`src/rtl/uio_bus_arbiter.sv`:
```
// Round-robin arbiter for the shared 8-bit uio pad bus with tri-state turnaround between owners.
// Optional hold timeout with preemption is enabled by defining UIO_ARB_TIMEOUT_EN.
module uio_bus_arbiter #(
  parameter int unsigned NREQ       = 4,
  parameter int unsigned TURNAROUND = 1,
  parameter int unsigned MAX_HOLD   = 16
) (
  input  logic              clk,
  input  logic              rst_n,
  input  logic              ena,
  input  logic [NREQ-1:0]   req,
  input  logic [NREQ-1:0]   req_dir,
  input  logic [8*NREQ-1:0] req_data,
  output logic [NREQ-1:0]   grant,
  output logic [7:0]        rd_data,
  output logic              rd_valid,
  output logic              preempt,
  input  logic [7:0]        uio_in,
  output logic [7:0]        uio_out,
  output logic [7:0]        uio_oe
);

  localparam int unsigned OwW = (NREQ > 2) ? $clog2(NREQ) : 1;
  localparam logic [7:0] MaxHold = 8'(MAX_HOLD);

  typedef enum logic [1:0] {StIdle, StTurn, StOwn} state_e;

  state_e         state_q, state_d;
  logic [OwW-1:0] owner_q, owner_d;
  logic [OwW-1:0] last_q, last_d;
  logic [OwW-1:0] winner;
  logic           found;
  logic [2:0]     cnt_q, cnt_d;
  logic [7:0]     rd_data_q, rd_data_d;
  logic           rd_valid_q, rd_valid_d;
  logic           timeout;
  logic           own_dir;

  assign own_dir = req_dir[owner_q];

  // Search starts just after the previous owner so every requester gets a turn.
  always_comb begin
    winner = last_q;
    found  = 1'b0;
    for (int i = 1; i <= int'(NREQ); i++) begin
      if (!found && req[(int'(last_q) + i) % int'(NREQ)]) begin
        winner = OwW'((int'(last_q) + i) % int'(NREQ));
        found  = 1'b1;
      end
    end
  end

  always_comb begin
    state_d = state_q;
    owner_d = owner_q;
    last_d  = last_q;
    cnt_d   = cnt_q;
    unique case (state_q)
      StIdle: begin
        if (ena && found) begin
          owner_d = winner;
          cnt_d   = 3'(TURNAROUND);
          state_d = StTurn;
        end
      end
      StTurn: begin
        if (!ena) begin
          state_d = StIdle;
        end else begin
          cnt_d = cnt_q - 3'd1;
          if (cnt_q == 3'd1) state_d = StOwn;
        end
      end
      StOwn: begin
        if (!ena) begin
          state_d = StIdle;
        end else if (!req[owner_q] || timeout) begin
          state_d = StIdle;
          last_d  = owner_q;
        end
      end
      default: state_d = StIdle;
    endcase
  end

  always_comb begin
    grant   = '0;
    uio_oe  = '0;
    uio_out = '0;
    if (state_q == StOwn) begin
      grant[owner_q] = 1'b1;
      uio_oe         = {8{own_dir}};
      if (own_dir) uio_out = req_data[{owner_q, 3'b000} +: 8];
    end
  end

  always_comb begin
    rd_data_d  = rd_data_q;
    if (state_q == StOwn && !own_dir) rd_data_d = uio_in;
    // Valid only while ownership continues, so it drops together with grant on release.
    rd_valid_d = (state_q == StOwn) && (state_d == StOwn) && !own_dir;
  end

  always_ff @(posedge clk or negedge rst_n) begin
    if (!rst_n) begin
      state_q    <= StIdle;
      owner_q    <= '0;
      last_q     <= OwW'(NREQ - 1);
      cnt_q      <= '0;
      rd_data_q  <= '0;
      rd_valid_q <= 1'b0;
    end else begin
      state_q    <= state_d;
      owner_q    <= owner_d;
      last_q     <= last_d;
      cnt_q      <= cnt_d;
      rd_data_q  <= rd_data_d;
      rd_valid_q <= rd_valid_d;
    end
  end

  assign rd_data  = rd_data_q;
  assign rd_valid = rd_valid_q;

`ifdef UIO_ARB_TIMEOUT_EN
  logic [7:0]      hold_q, hold_d;
  logic            preempt_q;
  logic [NREQ-1:0] others;

  // Hold count saturates so a lone owner that overstays is preempted once a competitor shows up.
  always_comb begin
    others          = req;
    others[owner_q] = 1'b0;
    hold_d          = 8'd0;
    if (state_q == StOwn) hold_d = (hold_q == MaxHold) ? hold_q : hold_q + 8'd1;
    timeout = (state_q == StOwn) && ena && req[owner_q] && (hold_d == MaxHold) && (|others);
  end

  always_ff @(posedge clk or negedge rst_n) begin
    if (!rst_n) begin
      hold_q    <= 8'd0;
      preempt_q <= 1'b0;
    end else begin
      hold_q    <= hold_d;
      preempt_q <= timeout;
    end
  end

  assign preempt = preempt_q;
`else
  logic unused_max_hold;
  assign unused_max_hold = ^MaxHold;
  assign timeout         = 1'b0;
  assign preempt         = 1'b0;
`endif

endmodule

```
`config.mk`:
```
export PLATFORM = sky130hd
export DESIGN_NAME = uio_bus_arbiter
export DESIGN_NICKNAME = d
export VERILOG_FILES = /design/src/rtl/uio_bus_arbiter.sv
export SDC_FILE = /design/constraint.sdc
export NUM_CORES = 1
export LEC_CHECK = 0
export ABC_AREA = 1
export CELL_PAD_IN_SITES_DETAIL_PLACEMENT = 1
export CELL_PAD_IN_SITES_GLOBAL_PLACEMENT = 1
export CORE_MARGIN = 2
export CORE_UTILIZATION = 26
export DETAILED_ROUTE_END_ITERATION = 12
export PLACE_DENSITY_LB_ADDON = 0.3
export SYNTH_ARGS = -nofsm -noshare
export SYNTH_HDL_FRONTEND = slang
export SYNTH_SLANG_ARGS = --single-unit
```
`constraint.sdc`:
```
create_clock -name clk -period 2 [get_ports clk]
set_input_delay 0.3 -clock clk [delete_from_list [all_inputs] [get_ports clk]]
set_output_delay 0.3 -clock clk [all_outputs]
set_load 0.02 [all_outputs]
```
==> impl_metrics.toml <==
[status]
outcome = "completed"

[global_routing]
grt-busiest-layer = "met2"
met3_usage_pct = 1.697
antenna_found_initial = 0
met2_usage_pct = 27.08
grt-ovfl-total = 0
grt_pass1_vias = 1677
grt_max_degree = 19
met1_usage_pct = 20.01
grt_first_pass_wirelength_um = 7914
grt_usage_pct = 15.74

[floorplan]
die_h_um = 80.03
fp.dieW_um = 80.03
ios = 81
core_mm2 = 0.005540
rows = 27
initial_utilization_pct = 27.12
die_area_mm2 = 0.006404

[run]
maxCapViolations = 0

[worst_setup_path]
arrival_ns = 1.60
cp.depth = 8
required_ns = 1.70
cp_cell_sequence = "nor2_2 -> nand2_1 -> nand2_2 -> nor3_4 -> nor2_4 -> inv_4 -> a31oi_2 -> buf_4"
critPathKind = "flop to primary output"
slowest_delay_ns = 0.46
endpoint_kind = "primary output"
path_buf_inv = 2
slowest_stage = "dfrtp_2"
cp_top_family = "simple AND/OR/NAND/NOR gates"
worstPathMaxFanout = 8
r2r_cells = 11
cp-start-kind = "flop"

[synthesis]
synth-adder-area-share_pct = 1.665
synthTopCellsByCount = "nand2_1, nand3_1, dfrtp_1, inv_1, nor2_1"
synthSimpleGateAreaFrac_pct = 39.30
synth_mux_area_share_pct = 0
synthCells = 206
async_reset_ff_share_pct = 100.0
synth_top_family_by_area = "simple AND/OR/NAND/NOR gates"
synth-seq-area-share_pct = 30.14
synth-seq-cells = 18
avgSynthCellArea_um2 = 7.295
synth_ff_type = "dfrtp_1"
synth_top_cell_by_area = "dfrtp_1"
synth_compound_area_share_pct = 14.32
ys_types = 32
synth_top_area_share_pct = 26.64
synth_nets = 259
synth.cell_area_mm2 = 0.001503
ys_warn_count = 0
synth_xor_area_share_pct = 0.5828
synth-edff-count = 0
yosysMostFrequentCell = "nand2_1"
ys_top_cells_by_area = "dfrtp_1, nand2_1, nand3_1"

[detailed_routing]
drtPass1Iterations = 4
vias = 1687
via_per_inst = 4.660
post_drt_wl_per_cell_um = 13.61
final_antenna_net_count = 0
wirelength_um = 4926
drt-initial-drc-count = 62
remaining_drc_errors = 0

[place]
gp_congestion = 0.7963
dp_slack_ns = -0.2884
hpwl_um = 4034
numPortBuffers = 79

[timing]
slew_violations = 0
whs_ns = 0.3743
setup_tns_ns = 0
fin_skew_ns = 0.003925
fin_crit_ns = 1.903
rsz0062_at_grt = "true"
hold_viol = 0
worst_slack_ns = 0.09746
setup_viol = 0
max_freq_mhz = 525.6
finalCritPeriodShare_pct = 95.13

[clock_tree]
numClockSinks = 18
cts_tree = "built"
cts_buffer_depth = 2
cts_root_buffer = "clkbuf_8"
htreeDepth = 1
cts_hold_buf = 0
path_clk_slew_ns = 0.07
numCtsBuffers = 3
clkLatencyLatePin_ns = 0.25

[hold_path]
min_path_type = "input pin to asynchronous set/reset pin"

[power_and_ir_drop]
p_seq_share_pct = 23.8
power.leakage_nw = 1.122
clkPwrFrac_pct = 10.4
cellPowerDensity_mw_per_mm2 = 1222
intPower_mw = 1.509
comb_power_share_pct = 65.8
swShare_pct = 48.28
p_switching_mw = 1.408
peakVddDrop_mv = 0.3775

[finish]
fin_nets = 344
areaGrowthSynthToFinish_pct = 58.78
seq_area_um2 = 455.4
drive_above_1_share_pct = 24.48
antenna_cells = 0
fill_cells = 701
multiInputGateArea_um2 = 848.3
-- per-stage QoR --
step	instance area, um2	total power [mW]	utilization (%)	std cells
after floorplan	1503	1.968	-	206
after global placement	2389	2.636	43.11	358
after detailed placement	2389	2.671	43.11	358
after CTS	2392	2.950	43.18	362
after global routing	2386	3.201	43.07	362
final	2386	2.917	43.07	362
-- per-layer routing --
layer  share of wire [%]  up-vias
met1                  42      782
met4                 2.3        0
met5                   0        -
met3                 4.8       12
li1                    -      836
met2                  51       57
-- worst register-to-register path: cells and delay by family, from the launching register on --
family | cells | cell delay, ns
flip-flops | 1 | 0.65
AND/OR/NAND/NOR | 9 | 0.82
buffers and inverters | 2 | 0.14
-- placed cells by master (no fill, tap or decap) --
cell / n
nor2_4: 4
clkdlybuf4s50_1: 59
nor2_1: 10
nand2_4: 1
a31oi_2: 8
dfstp_2: 2
nand2_8: 1
dlygate4sd2_1: 4
nand2_1: 62
nor2_8: 1
xor2_1: 1
clkbuf_8: 4
and2_0: 1
nor2_2: 2
buf_4: 23
o21ai_1: 4
o22ai_1: 1
conb_1: 1
o21ai_0: 1
nand3_1: 33
nand2_2: 3
inv_4: 3
nor3_1: 2
ha_1: 2
inv_1: 13
nor3_4: 1
dfrtp_2: 2
a22oi_1: 8
buf_2: 1
inv_2: 7
clkbuf_2: 8
o2111ai_1: 1
o31ai_1: 1
o211ai_1: 1
dfrtp_1: 14
-- power by group through the flow --
stage | Sequential [mW] | Combinational [mW] | Clock (mW)
after floorplan | 0.716 | 1.25 | 0
after global placement | 0.686 | 1.95 | 0
after detailed placement | 0.691 | 1.98 | 0
after CTS | 0.691 | 1.95 | 0.312
after global routing | 0.720 | 2.15 | 0.334
final | 0.695 | 1.92 | 0.304
-- worst paths after layout --
path | from | end | slack, ns
max in group asynchronous | rst_n | last_q[1] | 1.36
min in group clk | rd_data[6] | rd_data[6] | 0.47
worst min-delay path | rst_n | rd_data[6] | 0.37
worst max-delay path | owner_q[1] | uio_out[3] | 0.1
worst max register to register | last_q[0] | owner_q[0] | 0.28
worst min register to register | rd_data[6] | rd_data[6] | 0.47
-- state kept, by name (all words and copies together), names as in the netlist --
| signal | flops |
|---|---|
| rd_data | 8 |
| cnt_q | 3 |
| last_q | 2 |
| owner_q | 2 |
| state_q | 2 |
| rd_valid | 1 |
-- cells by family after synthesis --
family | count (synthesis)
AND/OR/NAND/NOR | 121
buffers and inverters | 38
AO/OA/AOI/OAI | 25
flip-flops | 18
adder cells (fa/ha/maj) | 2
XOR/XNOR | 1
other | 1
-- timing repair --
item,4_1_cts,5_1_grt
pin swaps,0,0
gates resized for setup,46,25
endpoints found under the setup margin,20,16
hold endpoints to repair,0,0
setup buffers,0,0
-- layout make-up --
type,instances,share of cell area (%)
clock buffers,4,2.307
inverters,23,3.933
multi-input cells,150,35.55
flip-flops and latches,18,19.09
well taps,72,3.776
repair buffers,95,35.34
Power figures use the tool's default switching activity.
